<file path="config.mk">
export PLATFORM = sky130hd
export DESIGN_NAME = seg7_hex_encoder_flat
export DESIGN_NICKNAME = d
export VERILOG_FILES = /design/src/rtl/seg7_hex_encoder_if.sv /design/src/rtl/seg7_hex_encoder.sv /design/src/flat_wrapper.sv
export SDC_FILE = /design/constraint.sdc
export NUM_CORES = 1
export LEC_CHECK = 0
export BUFFER_PORTS_ARGS = -buffer_cell sky130_fd_sc_hd__buf_2
export CAP_MARGIN = 20
export CORE_MARGIN = 4
export CORE_UTILIZATION = 28
export DETAILED_ROUTE_END_ITERATION = 16
export PLACE_DENSITY_LB_ADDON = 0.25
export SETUP_SLACK_MARGIN = 0.15
export SYNTH_ARGS = -nofsm -noshare
export SYNTH_HDL_FRONTEND = slang
export SYNTH_SLANG_ARGS = --single-unit
export TNS_END_PERCENT = 100
</file>
<file path="constraint.sdc">
create_clock -name CLOCK_50 -period 4.5 [get_ports CLOCK_50]
set_input_delay 0.225 -clock CLOCK_50 [delete_from_list [all_inputs] [get_ports CLOCK_50]]
set_output_delay 0.225 -clock CLOCK_50 [all_outputs]
set_load 0.05 [all_outputs]
</file>
<file path="src/rtl/seg7_hex_encoder_if.sv">
// Segment-readback bus: raw segment input, nibble handshake, and status/history outputs.
interface seg7_hex_encoder_if #(
  parameter int DIGITS = 4,
  parameter int ERR_W  = 8
);
  logic [6:0]          SEG;
  logic                HEX_READY;
  logic [3:0]          HEX_OUT;
  logic                HEX_VALID;
  logic                BLANK;
  logic                ERR;
  logic [ERR_W-1:0]    ERR_COUNT;
  logic [4*DIGITS-1:0] HISTORY;

  modport slave (
    input  SEG, HEX_READY,
    output HEX_OUT, HEX_VALID, BLANK, ERR, ERR_COUNT, HISTORY
  );

  modport master (
    output SEG, HEX_READY,
    input  HEX_OUT, HEX_VALID, BLANK, ERR, ERR_COUNT, HISTORY
  );
endinterface

</file>
<file path="src/rtl/seg7_hex_encoder.sv">
// Reads a 7-segment bus back into hex nibbles: stability filter, glyph encoder,
// valid/ready output stage, error counting and a short digit history.
module seg7_hex_encoder #(
  parameter int STABLE_CYCLES = 4,
  parameter int DIGITS        = 4,
  parameter int ERR_W         = 8
) (
  input  logic                CLOCK_50,
  input  logic                RESET,
  seg7_hex_encoder_if.slave   bus
);

  localparam logic [7:0] STAB = 8'(STABLE_CYCLES);
  localparam int         HW   = 4 * DIGITS;

  typedef enum logic {IDLE, EMIT} state_t;

  state_t           r_state, w_state_nxt;
  logic [6:0]       r_seg_q;
  logic [7:0]       r_stab_cnt, w_stab_nxt;
  logic [6:0]       r_acc_seg, w_acc_nxt;
  logic [3:0]       r_hex_out, w_hex_out_nxt;
  logic             r_hex_valid, w_hex_valid_nxt;
  logic             r_blank, w_blank_nxt;
  logic             r_err, w_err_nxt;
  logic [ERR_W-1:0] r_err_cnt, w_err_cnt_nxt;
  logic [HW-1:0]    r_history, w_history_nxt, w_history_push;

  logic       w_accept;
  logic [3:0] w_code;
  logic       w_glyph_ok;
  logic       w_glyph_blank;

  // Counter reloads to 1 on any change so a fresh pattern needs STABLE_CYCLES-1 more matches.
  always_comb begin
    w_stab_nxt = 8'd1;
    if (bus.SEG == r_seg_q)
      w_stab_nxt = (r_stab_cnt >= STAB) ? STAB : r_stab_cnt + 8'd1;
  end

  assign w_accept = (r_stab_cnt == STAB) && (r_seg_q != r_acc_seg) && (r_state == IDLE);

  always_comb begin
    w_code        = 4'h0;
    w_glyph_ok    = 1'b1;
    w_glyph_blank = 1'b0;
    case (r_seg_q)
      7'h3F: w_code = 4'h0;
      7'h06: w_code = 4'h1;
      7'h5B: w_code = 4'h2;
      7'h4F: w_code = 4'h3;
      7'h66: w_code = 4'h4;
      7'h6D: w_code = 4'h5;
      7'h7D: w_code = 4'h6;
      7'h07: w_code = 4'h7;
      7'h7F: w_code = 4'h8;
      7'h6F: w_code = 4'h9;
      7'h77: w_code = 4'hA;
      7'h7C: w_code = 4'hB;
      7'h39: w_code = 4'hC;
      7'h5E: w_code = 4'hD;
      7'h79: w_code = 4'hE;
      7'h71: w_code = 4'hF;
      7'h00: begin
        w_glyph_ok    = 1'b0;
        w_glyph_blank = 1'b1;
      end
      default: w_glyph_ok = 1'b0;
    endcase
  end

  generate
    if (DIGITS > 1) begin : g_hist_shift
      assign w_history_push = {r_history[HW-5:0], w_code};
    end else begin : g_hist_single
      assign w_history_push = w_code;
    end
  endgenerate

  always_comb begin
    w_state_nxt     = r_state;
    w_acc_nxt       = r_acc_seg;
    w_hex_out_nxt   = r_hex_out;
    w_hex_valid_nxt = r_hex_valid;
    w_blank_nxt     = r_blank;
    w_err_nxt       = 1'b0;
    w_err_cnt_nxt   = r_err_cnt;
    w_history_nxt   = r_history;
    case (r_state)
      IDLE: begin
        if (w_accept) begin
          w_acc_nxt = r_seg_q;
          if (w_glyph_ok) begin
            w_hex_out_nxt   = w_code;
            w_hex_valid_nxt = 1'b1;
            w_history_nxt   = w_history_push;
            w_blank_nxt     = 1'b0;
            w_state_nxt     = EMIT;
          end else if (w_glyph_blank) begin
            w_blank_nxt = 1'b1;
          end else begin
            w_err_nxt = 1'b1;
            if (r_err_cnt != '1)
              w_err_cnt_nxt = r_err_cnt + 1'b1;
          end
        end
      end
      EMIT: begin
        // Output held until taken; the filter keeps tracking SEG meanwhile.
        if (bus.HEX_READY) begin
          w_hex_valid_nxt = 1'b0;
          w_state_nxt     = IDLE;
        end
      end
      default: w_state_nxt = IDLE;
    endcase
  end

  always_ff @(posedge CLOCK_50) begin
    if (RESET) begin
      r_state     <= IDLE;
      r_seg_q     <= 7'h00;
      r_stab_cnt  <= 8'd0;
      r_acc_seg   <= 7'h00;
      r_hex_out   <= 4'h0;
      r_hex_valid <= 1'b0;
      r_blank     <= 1'b1;
      r_err       <= 1'b0;
      r_err_cnt   <= '0;
      r_history   <= '0;
    end else begin
      r_state     <= w_state_nxt;
      r_seg_q     <= bus.SEG;
      r_stab_cnt  <= w_stab_nxt;
      r_acc_seg   <= w_acc_nxt;
      r_hex_out   <= w_hex_out_nxt;
      r_hex_valid <= w_hex_valid_nxt;
      r_blank     <= w_blank_nxt;
      r_err       <= w_err_nxt;
      r_err_cnt   <= w_err_cnt_nxt;
      r_history   <= w_history_nxt;
    end
  end

  assign bus.HEX_OUT   = r_hex_out;
  assign bus.HEX_VALID = r_hex_valid;
  assign bus.BLANK     = r_blank;
  assign bus.ERR       = r_err;
  assign bus.ERR_COUNT = r_err_cnt;
  assign bus.HISTORY   = r_history;

endmodule

</file>
<file path="src/flat_wrapper.sv">
// flat-port wrapper written by rule: the top's interface ports become plain ports
module seg7_hex_encoder_flat 
#(
  parameter int STABLE_CYCLES = 4,
  parameter int DIGITS        = 4,
  parameter int ERR_W         = 8
)
  (CLOCK_50, RESET, bus_SEG, bus_HEX_READY, bus_HEX_OUT, bus_HEX_VALID, bus_BLANK, bus_ERR, bus_ERR_COUNT, bus_HISTORY);
  seg7_hex_encoder_if #(.DIGITS(DIGITS), .ERR_W(ERR_W)) bus_i ();
  input  logic CLOCK_50;
  input  logic RESET;
  input wire logic [$bits(bus_i.SEG)-1:0] bus_SEG;
  input wire logic [$bits(bus_i.HEX_READY)-1:0] bus_HEX_READY;
  output wire logic [$bits(bus_i.HEX_OUT)-1:0] bus_HEX_OUT;
  output wire logic [$bits(bus_i.HEX_VALID)-1:0] bus_HEX_VALID;
  output wire logic [$bits(bus_i.BLANK)-1:0] bus_BLANK;
  output wire logic [$bits(bus_i.ERR)-1:0] bus_ERR;
  output wire logic [$bits(bus_i.ERR_COUNT)-1:0] bus_ERR_COUNT;
  output wire logic [$bits(bus_i.HISTORY)-1:0] bus_HISTORY;
  assign bus_i.SEG = bus_SEG;
  assign bus_i.HEX_READY = bus_HEX_READY;
  assign bus_HEX_OUT = bus_i.HEX_OUT;
  assign bus_HEX_VALID = bus_i.HEX_VALID;
  assign bus_BLANK = bus_i.BLANK;
  assign bus_ERR = bus_i.ERR;
  assign bus_ERR_COUNT = bus_i.ERR_COUNT;
  assign bus_HISTORY = bus_i.HISTORY;
  seg7_hex_encoder #(.STABLE_CYCLES(STABLE_CYCLES), .DIGITS(DIGITS), .ERR_W(ERR_W)) u_core (.CLOCK_50(CLOCK_50), .RESET(RESET), .bus(bus_i));
endmodule
</file>
* Yosys cells after proc, flatten, opt, wreduce, memory -nomap -nowiden
Cells that the tools add are included.
** Operators by class
- Add/sub/neg operators :: 2
- $lt $le $gt $ge :: 1
- Eq/ne operators :: 23
- Muxes and demuxes :: 16
- Bitwise operators :: 5
- Reduce and logical (&&, ||, !) cells :: 13
** Operators by type and width (count)
- 7-bit equality test (second input constant) :: 12
- 4-bit case mux with 15 select lines :: 1
- 8-bit by 1-bit adder with 8-bit output (second input constant) :: 2
- 16-bit OR reduction :: 1
- 7-bit by 3-bit equality test with 1-bit output (second input constant) :: 2
- 7-bit by 6-bit equality test with 1-bit output (second input constant) :: 2
- 1-bit two-way mux :: 12
- 3-bit AND reduction :: 3
- 8-bit by 3-bit equality test with 1-bit output (second input constant) :: 1
- 8-bit by 3-bit greater-or-equal comparator with 1-bit output (second input constant) :: 1
- 8-bit != test (second input constant) :: 1
- 7-bit equality test :: 1
- 7-bit logical NOT :: 1
- 7-bit != test :: 1
- 1-bit inverter :: 5
- 5-bit AND reduction :: 1
- 2-bit by 1-bit != test with 1-bit output (second input constant) :: 2
- 1-bit case mux with 2 select lines :: 2
- 4-bit OR reduction :: 1
- 3-bit two-way mux :: 1
- 3-bit OR reduction :: 1
- 1-bit logical AND :: 2
- 2-bit != test (second input constant) :: 1
- 2-bit AND reduction :: 1
- 2 further kinds :: 2
** Word-level totals
- Register bits :: 54
- Bits of input ports :: 10
- Output and inout bits :: 31
- Word-level logic and storage cells :: 72

* Longest topological paths before layout
Gate-level depths: netlist of run 1.
- Depth after elaboration :: 6
- Mapped depth :: 9
- Depth with buffers taken out :: 8

* Worst setup path before layout of run 1
OpenSTA, ideal clock, no wires.
- Kind :: reg2reg
- Start point :: register u_core.r_stab_cnt[5]
- End point :: register u_core.r_err_cnt[5], in the netlist u_core.bus.ERR_COUNT[5]
- Library setup time :: 0.121 ns
- Arrival time :: 2.161 ns
- Required time :: 4.379 ns
- Path slack :: 2.218 ns
- Cell stages (with the launch flop) :: 8
- Path buffers :: 1
- Clock period less this slack :: 2.282 ns
- Path through :: dfxtp_1 -> or4_4 -> nor3_2 -> o41ai_1 -> or3_4 -> buf_6 -> nor3b_1 -> mux2_2
** Between the ends
- Word-level cells in the longest chain between the ends :: 4
** Ends and longest elaborated chain
- start: declaration :: line seg7_hex_encoder.sv:20 : logic [7:0] r_stab_cnt, w_stab_nxt;
- start signal: assignment :: line seg7_hex_encoder.sv:134 : r_stab_cnt <= w_stab_nxt;
- 8-bit by 3-bit equality test with 1-bit output :: line seg7_hex_encoder.sv:41 : assign w_accept = (r_stab_cnt == STAB) && (r_seg_q != r_acc_seg) && (r_state == IDLE);
- 1-bit logical AND (2 in series) :: line seg7_hex_encoder.sv:41
- 5-bit AND reduction (no source line)
- end signal: assignment :: line seg7_hex_encoder.sv:140 : r_err_cnt <= w_err_cnt_nxt;
- end: declaration :: line seg7_hex_encoder.sv:26 : logic [ERR_W-1:0] r_err_cnt, w_err_cnt_nxt;
No other way between the ends.
A chain may end at the register's enable or synchronous reset.

* Final worst setup path of run 1
- Start point :: register u_core.r_seg_q[1]
- End point :: register u_core.r_err_cnt[3], in the netlist u_core.bus.ERR_COUNT[3]
** Between the ends
- Word-level cells in the longest chain between the ends :: 5
- Elaborated cells on any way between the ends :: 26
- Classes of those cells :: eq/ne (17); mux (2); bitwise (2); reduce/logical (5)
** Ends and longest elaborated chain
- start: declaration :: line seg7_hex_encoder.sv:19 : logic [6:0] r_seg_q;
- start signal: assignment :: line seg7_hex_encoder.sv:133 : r_seg_q <= bus.SEG;
- 7-bit by 6-bit equality test with 1-bit output, or another cell as far along :: line seg7_hex_encoder.sv:47 : case (r_seg_q)
- 16-bit OR reduction (no source line)
- 1-bit two-way mux :: line seg7_hex_encoder.sv:47
- 1-bit inverter (no source line)
- 5-bit AND reduction (no source line) (*)
Every way passes the cells marked *; elsewhere a longest branch is shown, timed or not.

==> results of run 1 <==
## worst max-delay path: stages (launching register included)
cell and delay, ns:
dfxtp_1 0.72, and3b_1 0.25, o2111a_1 0.24, nor3_1 0.34, nand3_1 0.48, or4_1 0.64, a21oi_1 0.17
## stage by stage
step / hold slack [ns] / setup slack [ns] / util / area (µm²)
detailed placement: 0.472 / 1.64 / 0.318 / 2620
global placement: 0.467 / 1.64 / 0.318 / 2620
floorplan: 0.353 / 2.22 / - / 2380
global route: 0.145 / 1.44 / 0.328 / 2700
CTS: 0.142 / 1.62 / 0.328 / 2700
finish: 0.153 / 1.58 / 0.328 / 2700
## cells in the final DEF, fill, tap and decap left out, types with 2 or more instances in the layout
| cell type | n |
|---|---|
| mux2i_1 | 18 |
| inv_1 | 7 |
| buf_2 | 40 |
| clkbuf_8 | 5 |
| o21ai_0 | 4 |
| xnor2_1 | 8 |
| a21oi_1 | 10 |
| nand2b_1 | 3 |
| or4_1 | 7 |
| buf_4 | 2 |
| a31oi_1 | 2 |
| nand3_1 | 8 |
| or3_1 | 2 |
| dfxtp_1 | 50 |
| nor2b_1 | 13 |
| a221oi_1 | 2 |
| and3_1 | 2 |
| nor3b_1 | 2 |
| ha_1 | 3 |
| a211oi_1 | 2 |
| xor2_1 | 8 |
| nor4_1 | 6 |
| nor3_1 | 5 |
| nand2_1 | 11 |
| o31ai_1 | 5 |
| o22ai_1 | 2 |
| nand4_1 | 2 |
| nand3b_1 | 2 |
| conb_1 | 5 |
| nor2_1 | 38 |
| mux2_2 | 2 |
## cell usage after synthesis (all sizes together) (2+ instances only)
| cell type | count |
|---|---|
| xor2 | 8 |
| nand2 | 11 |
| nor4 | 6 |
| nor2 | 38 |
| and3 | 2 |
| xnor2 | 8 |
| nor2b | 13 |
| a31oi | 3 |
| o22ai | 2 |
| nand3 | 8 |
| o31ai | 5 |
| clkbuf | 10 |
| nor3 | 6 |
| or4 | 8 |
| buf | 14 |
| or3 | 3 |
| o41ai | 2 |
| mux2i | 18 |
| nor3b | 2 |
| nand4 | 2 |
| ha | 3 |
| o21ai | 4 |
| nand3b | 2 |
| a221oi | 2 |
| nand2b | 3 |
| a21oi | 10 |
| inv | 7 |
| a211oi | 2 |
| mux2 | 2 |
| dfxtp | 50 |
## sequential cells by signal (all words and copies together) (netlist names)
name / cells
u_core.bus.BLANK: 1
u_core.bus.ERR: 1
u_core.bus.ERR_COUNT: 8
u_core.bus.HEX_OUT: 3
u_core.bus.HEX_VALID: 1
u_core.bus.HISTORY: 13
u_core.r_acc_seg: 7
u_core.r_seg_q: 7
u_core.r_stab_cnt: 8
u_core.r_state: 1
## metal layers
metal | vias up | GRT usage | share of wire
met5 | - | 0 | 0
met4 | 0 | 0.0410 | 0.016
met3 | 6 | 0.0271 | 0.046
met2 | 32 | 0.163 | 0.45
met1 | 878 | 0.141 | 0.48
li1 | 981 | - | -
## final cells by class
class	count	area [µm²]
Multi-Input combinational cell	189	1240
Timing Repair Buffer	42	215
Fill cell	900	5520
Clock inverter	2	13.8
Sequential cell	50	1000
Tap cell	105	131
Inverter	7	26.3
Clock buffer	5	68.8
## power by group through the flow
| stage | Combinational [mW] | Clock [mW] | Sequential (mW) |
|---|---|---|---|
| 3_3_place_gp | 0.0392 | 0 | 0.475 |
| 4_1_cts | 0.0395 | 0.277 | 0.465 |
| 5_1_grt | 0.0441 | 0.292 | 0.467 |
| 2_1_floorplan | 0.0400 | 0 | 0.462 |
| 3_5_place_dp | 0.0394 | 0 | 0.475 |
| 6_report | 0.0390 | 0.260 | 0.465 |
## final timing paths
check | startpoint | end | slack [ns] | cells after the start
min | bus_SEG[6] | u_core.r_seg_q[6] | 0.15 | 2
max | u_core.r_seg_q[1] | u_core.bus.ERR_COUNT[3] | 1.58 | 6
max reg2reg | u_core.r_seg_q[1] | u_core.bus.ERR_COUNT[3] | 1.58 | 6
min reg2reg | u_core.bus.ERR_COUNT[6] | u_core.bus.ERR_COUNT[6] | 0.50 | 2
## kinds of logic after synthesis
logic type | synth area share
AO/OA/AOI/OAI | 0.111
buffers and inverters | 0.0625
AND/OR/NAND/NOR | 0.240
multiplexers | 0.0858
adder cells (fa/ha/maj) | 0.0159
XOR/XNOR | 0.0594
flip-flops | 0.424
other | 0.00159
==> flow_summary.yaml, run 1 <==
floorplanning:
  io-pin-count: 41
  die_x_um: 99.8
  core_mm2: 0.00822
  start_util: 0.287
  fp.dieH_um: 99.8
  core.rowCount: 33
  fp.dieArea_mm2: 0.00997
route:
  wl_per_cell_um: 12.8
  firstDrtPassIters: 4
  viasPerCell: 4.74
  ant_nets: 0
  drt-total-wl_mm: 5.11
  vias: 1897
  drt-initial-drc-count: 80
  drc: 0
setup_path:
  critPathMaxFanout: 18
  crit_path_end_kind: "flip-flop"
  start_kind: "flip-flop"
  cp.arrival_ns: 3.15
  cp.required_ns: 4.72
  crit_type: "reg -> reg"
clocking:
  insertion_delay_ns: 0.30
  clock_sinks: 50
  hold_buffers: 0
  clockRootBuffer: "clkbuf_8"
  ctsResizeCount: 0
  clk_path_buf_depth: 2
  cts_max_level: 2
  cts_tree: "done"
  cts_buffers: 5
  postCtsSetupRepairBufs: 0
  clk_pin_slew_ns: 0.09
grt:
  overflow: 0
  grt_pass1_vias: 1748
  antenna_found_initial: 0
  grt_pass1_wl_mm: 8.52
  grt_max_degree: 50
  grt_use_total: 0.106
timing:
  worst_pin_slew_ns: 0.870
  grt_setup_unrepaired: "false"
  period_share: 0.650
  setup_violations: 0
  final.setup.tns_ns: 0
  hold_viol_final: 0
  fmax_mhz: 342
  skew_ns: 0.00691
  final.min_clock_period_ns: 2.92
  drv_slew: 0
  slew_headroom: 0.414
placed_design:
  numPlacedInstances: 393
  io_buffers: 40
  gp_congestion: 0.816
  dp_hpwl_mm: 3.51
synth:
  synthCells: 266
  seq_area_frac_synth: 0.424
  synthArstFlopShare: 0
  synth_edf_count: 0
  yosysUniqueCellTypes: 48
  ys_ff_latch: 50
  synth_area_leader_cell: "dfxtp_1"
  synth_area_per_cell_um2: 8.88
  synth_top_area_frac: 0.424
  synth.top_cells.by_area: "dfxtp_1 42%, mux2i_1 7.6%, nor2_1 6.0%, nor2b_1 3.4%, xnor2_1 3.0%"
  ys.warnings.count: 0
  synth_area_mm2: 0.00236
  synthFlopType: "dfxtp_1"
cells_and_area:
  area_growth_pct: 14.3
  fin_cells: 400
  antenna_cells: 0
  final_nets: 308
  drive_gt1_frac: 0.190
pwr:
  clkPwrFrac: 0.340
  peakVddDrop_uv: 143
  power_frac_comb: 0.051
  swShare: 0.248
  netSwitchingPower_uw: 190
  p_per_area_mw_per_mm2: 283
  p_leak_nw: 1.08
  power.total_uw: 763
  power_frac_seq: 0.609
  internal_power_uw: 574
job:
  maxCapViolations: 0
run_status:
  status: "complete, no violations"
min_path:
  hp-class: "in -> reg"
No activity file was read; power rests on OpenSTA's default activity.
==> run 2: changes to the inputs <==
- clock period: 4.5 -> 2.7 ns (I/O delays scaled with it)
==> run 2 against run 1 <==
Power grew 83%. Clock power grew 110%. Utilization grew 2.4 points. Final cell count grew 5.0%. Combinational power grew 140%. Sequential power grew 64%. Clock skew grew 0.0029 ns. Via count grew 4.3%. Sequential share of layout area shrank 2.5 points. Non-clock buffer count grew 19. Critical path depth grew 2. Count of clock-buffer cells in the layout is the same.
==> flow_summary.yaml, run 2 (same netlist as run 1, synthesis figures left out) <==
setup_path:
  r2r_cells: 8
  cp.required_ns: 2.87
  cp.arrival_ns: 2.56
  start_kind: "flip-flop"
  crit_type: "reg -> reg"
  r2r_slack_ns: 0.31
  critPathMaxFanout: 21
  crit_path_end_kind: "flip-flop"
cells_and_area:
  largest_reg_flops: 13
  final_nets: 327
  final_common_cell: "dfxtp_1"
  mostFrequentLayoutCells: "49 x dfxtp_1, 40 x buf_2, 38 x nor2_1, 20 x buf_4, 18 x mux2i_1"
  multi_input_area_mm2: 0.00125
  fillers: 861
  area_growth_pct: 22.5
  antenna_cells: 0
  drive_gt1_frac: 0.248
  postLayoutCoreUtil: 0.352
  regArea_mm2: 0.00100
floorplanning:
  start_util: 0.287
  fp.dieArea_mm2: 0.00997
  core.rowCount: 33
  die_x_um: 99.8
  io-pin-count: 41
  core_mm2: 0.00822
  fp.dieH_um: 99.8
placed_design:
  dp_hpwl_mm: 3.76
  gp_congestion: 0.865
  io_buffers: 40
timing:
  hold_viol_final: 0
  fmax_mhz: 419
  setup_violations: 0
  final.min_clock_period_ns: 2.39
  final.setup.tns_ns: 0
  drv_slew: 0
  grt_setup_unrepaired: "false"
  period_share: 0.884
  worst_pin_slew_ns: 0.916
  skew_ns: 0.00978
  slew_headroom: 0.389
grt:
  use_met3: 0.0292
  use_met1: 0.141
  grt_max_degree: 50
  antenna_found_initial: 0
  grt_pass1_wl_mm: 8.84
  grt_pass1_vias: 1874
  overflow: 0
  grt.met2_usage: 0.175
  gr-max-usage-layer: "met2"
  grt_use_total: 0.108
clocking:
  cts_max_level: 2
  cts_buffers: 5
  cts_tree: "done"
  insertion_delay_ns: 0.31
  clockRootBuffer: "clkbuf_8"
  clk_path_buf_depth: 2
  postCtsSetupRepairBufs: 0
  clock_sinks: 50
  clk_pin_slew_ns: 0.10
route:
  vias: 1979
  viasPerCell: 4.71
  drt-initial-drc-count: 87
  wl_per_cell_um: 12.5
  drc: 0
  drt-total-wl_mm: 5.23
  firstDrtPassIters: 4
  ant_nets: 0
pwr:
  p_leak_nw: 1.20
  peakVddDrop_uv: 240
  p_per_area_mw_per_mm2: 484
job:
  maxCapViolations: 0
min_path:
  hp-class: "in -> reg"
  min_path_cells: 2
run_status:
  status: "complete, no violations"
-- run 2: cell count changes in the layout (fill, tap and decap cells not counted), sizes merged --
cell	delta
buf	+19
bufinv	+1
-- run 2: cell type report --
cell class	instances	share of cell area
well taps	105	0.0454
multi-input cells	189	0.431
repair buffers	61	0.128
inverters	7	0.00908
flip-flops and latches	50	0.346
clock inverters	3	0.0164
clock buffers	5	0.0238
-- run 2: layer usage --
| metal | wire, µm | up-vias |
|---|---|---|
| li1 | - | 1020 |
| met1 | 2560 | 912 |
| met2 | 2360 | 43 |
| met3 | 262 | 4 |
| met4 | 47 | 0 |
| met5 | 0 | - |
-- run 2: worst paths after layout --
path | start | to
max | u_core.r_seg_q[6] | u_core.bus.HISTORY[13]
min | bus_SEG[4] | u_core.r_seg_q[4]
max reg2reg | u_core.r_seg_q[6] | u_core.bus.HISTORY[13]
min reg2reg | u_core.bus.HEX_VALID | u_core.bus.HEX_VALID
-- run 2: worst max-delay path: stages (launching register included) --
cell     delay [ns]
dfxtp_1        0.42
buf_4          0.21
or4b_1         0.54
o22ai_1        0.20
nand2_1        0.14
a31oi_2        0.26
buf_12         0.21
mux2i_1        0.21
nor2_1         0.05
-- run 2: per-stage QoR --
stage	area [µm²]	hold slack [ns]	cells	worst slack, ns	total power [mW]
floorplan	2380	0.263	270	0.418	0.836
global placement	2770	0.374	412	0.350	0.874
finish	2890	0.0693	420	0.314	1.40
detailed placement	2770	0.383	412	0.294	0.874
CTS	2890	0.0596	420	0.259	1.42
global route	2890	0.0711	420	0.171	1.46
-- run 2: power by group --
group	total (mW)	internal, mW	switching [mW]	leakage, nW
clock	0.542	0.281	0.261	0.0587
combinational	0.0945	0.0428	0.0517	0.736
sequential	0.763	0.748	0.0150	0.407
-- run 2: timing repair --
| item | 4_1_cts | 5_1_grt |
|---|---|---|
| endpoints found under the setup margin | 0 | 8 |
| hold buffers | 0 | 0 |
| resized for setup | 0 | 2 |
| hold endpoints to repair | 0 | 0 |
==> run 3: changes to the inputs <==
- CELL_PAD_IN_SITES_DETAIL_PLACEMENT: unset -> 1
- CELL_PAD_IN_SITES_GLOBAL_PLACEMENT: unset -> 2
==> run 3 against run 2 <==
Power decreased by 8.4%. Final cell count is 1.2% lower. First-iteration DRC count decreased by 22%. Design area is 1.9% lower. Die area did not move. Clock skew is 0.0046 ns lower. Non-clock buffer count down 4. Combinational power decreased by 5.9%. Worst setup slack better by 0.025 ns. Maximum frequency increased by 1.1%. Critical path type unchanged. Largest cell class unchanged. Highest routed layer unchanged.
==> flow_summary.yaml, run 3 (same netlist as run 1, synthesis figures left out) <==
pwr:
  power_frac_seq: 0.599
  netSwitchingPower_uw: 317
  clkPwrFrac: 0.332
  swShare: 0.247
  p_per_area_mw_per_mm2: 452
  power_frac_comb: 0.069
  p_leak_nw: 1.16
  internal_power_uw: 965
  peakVddDrop_uv: 202
job:
  maxCapViolations: 0
floorplanning:
  core.rowCount: 33
  fp.dieArea_mm2: 0.00997
  start_util: 0.287
  io-pin-count: 41
  fp.dieH_um: 99.8
  core_mm2: 0.00822
  die_x_um: 99.8
cells_and_area:
  final_common_cell: "dfxtp_1"
  drive_gt1_frac: 0.245
  final_nets: 323
  postLayoutCoreUtil: 0.346
  antenna_cells: 0
  area_growth_pct: 20.2
  fin_cells: 415
  mostFrequentLayoutCells: "47 x dfxtp_1, 40 x buf_2, 38 x nor2_1, 18 x mux2i_1, 16 x buf_4"
  largest_reg_flops: 13
timing:
  final.setup.tns_ns: 0
  worst_pin_slew_ns: 0.895
  setup_violations: 0
  fmax_mhz: 424
  slew_headroom: 0.403
  grt_setup_unrepaired: "false"
  period_share: 0.874
  drv_slew: 0
  final.min_clock_period_ns: 2.36
  skew_ns: 0.00523
  hold_viol_final: 0
  whs_ns: 0.0714
placed_design:
  numPlacedInstances: 408
  io_buffers: 40
  gp_congestion: 0.727
  dp_hpwl_mm: 4.18
route:
  wl_per_cell_um: 14.1
  ant_nets: 0
  vias: 1981
  firstDrtPassIters: 4
  drc: 0
  drt-total-wl_mm: 5.86
  drt-initial-drc-count: 68
  viasPerCell: 4.77
clocking:
  insertion_delay_ns: 0.30
  hold_buffers: 0
  clk_path_buf_depth: 2
  postCtsSetupRepairBufs: 0
  clock_sinks: 50
  ctsResizeCount: 0
  cts_tree: "done"
  cts_max_level: 2
  clk_pin_slew_ns: 0.09
  cts_buffers: 5
  clockRootBuffer: "clkbuf_8"
min_path:
  hp-class: "in -> reg"
  min_from: "bus_SEG[0]"
  min_path_cells: 2
  hold-path-endpoint: "u_core.r_seg_q[0]"
grt:
  grt_pass1_vias: 2048
  grt_max_degree: 50
  grt_pass1_wl_mm: 10.0
  antenna_found_initial: 0
  grt_use_total: 0.122
  overflow: 0
setup_path:
  crit_family: "simple AND/OR/NAND/NOR gates"
  crit_path_end_kind: "flip-flop"
  cp.arrival_ns: 2.52
  path_cells: "or4b_1, o22ai_1, nand2_1, a31oi_2, buf_12, mux2i_1, nor2_1"
  crit_buf_inv: 1
  r2r-start: "u_core.r_seg_q[2]"
  r2r_end: "u_core.bus.HISTORY[14]"
  start_kind: "flip-flop"
  crit_slowest_cell: "dfxtp_1"
  r2r_slack_ns: 0.34
  critPathMaxFanout: 21
  r2r_cells: 7
  slowest_delay_ns: 0.62
  crit_type: "reg -> reg"
  cp.required_ns: 2.86
run_status:
  status: "complete, no violations"
-- run 3: cell count changes in the layout (fill, tap and decap cells not counted), sizes merged --
cell	before	now
clkinvlp	0	2
buf	61	57
clkinv	1	0
inv	8	7
bufinv	1	0
-- run 3: how the worst max path moves through the flow --
stage                         start                      end  slack [ns]  cells past startpoint
6_report          u_core.r_seg_q[2]   u_core.bus.HISTORY[14]        0.34                      7
5_1_grt           u_core.r_seg_q[2]    u_core.bus.HISTORY[6]        0.18                      7
4_1_cts           u_core.r_seg_q[2]  u_core.bus.ERR_COUNT[3]        0.22                      8
3_5_place_dp      u_core.r_seg_q[2]  u_core.bus.ERR_COUNT[3]        0.26                      8
3_3_place_gp      u_core.r_seg_q[2]  u_core.bus.ERR_COUNT[6]        0.32                      8
2_1_floorplan  u_core.r_stab_cnt[5]  u_core.bus.ERR_COUNT[5]        0.42                      7
-- run 3: layout make-up --
class | count | area (µm²)
fillers | 997 | 5380
multi-input cells | 189 | 1250
flip-flops and latches | 50 | 1000
repair buffers | 57 | 340
well taps | 105 | 131
clock buffers | 5 | 68.8
inverters | 7 | 26.3
clock inverters | 2 | 15.0
-- run 3: power groups by stage --
stage / Combinational (mW) / Clock, mW / Sequential, mW
final: 0.0889 / 0.426 / 0.768
after global routing: 0.100 / 0.490 / 0.771
after CTS: 0.0901 / 0.455 / 0.768
after detailed placement: 0.0893 / 0 / 0.785
after global placement: 0.0886 / 0 / 0.785
after floorplan: 0.0666 / 0 / 0.770
-- run 3: layer usage --
layer / share of wire / up-vias / wire length, µm / global-route usage
met3: 0.032 / 4 / 189 / 0.0243
met4: 0.0089 / 0 / 52 / 0.0284
met2: 0.48 / 22 / 2790 / 0.210
met1: 0.48 / 947 / 2830 / 0.159
met5: 0 / - / 0 / 0
li1: - / 1008 / - / -
-- run 3: metrics by stage --
step	cell area [µm²]	power [mW]	worst slack, ns
3_3_place_gp	2740	0.873	0.318
5_1_grt	2840	1.36	0.176
2_1_floorplan	2380	0.836	0.418
6_report	2840	1.28	0.339
3_5_place_dp	2740	0.874	0.262
4_1_cts	2820	1.31	0.225
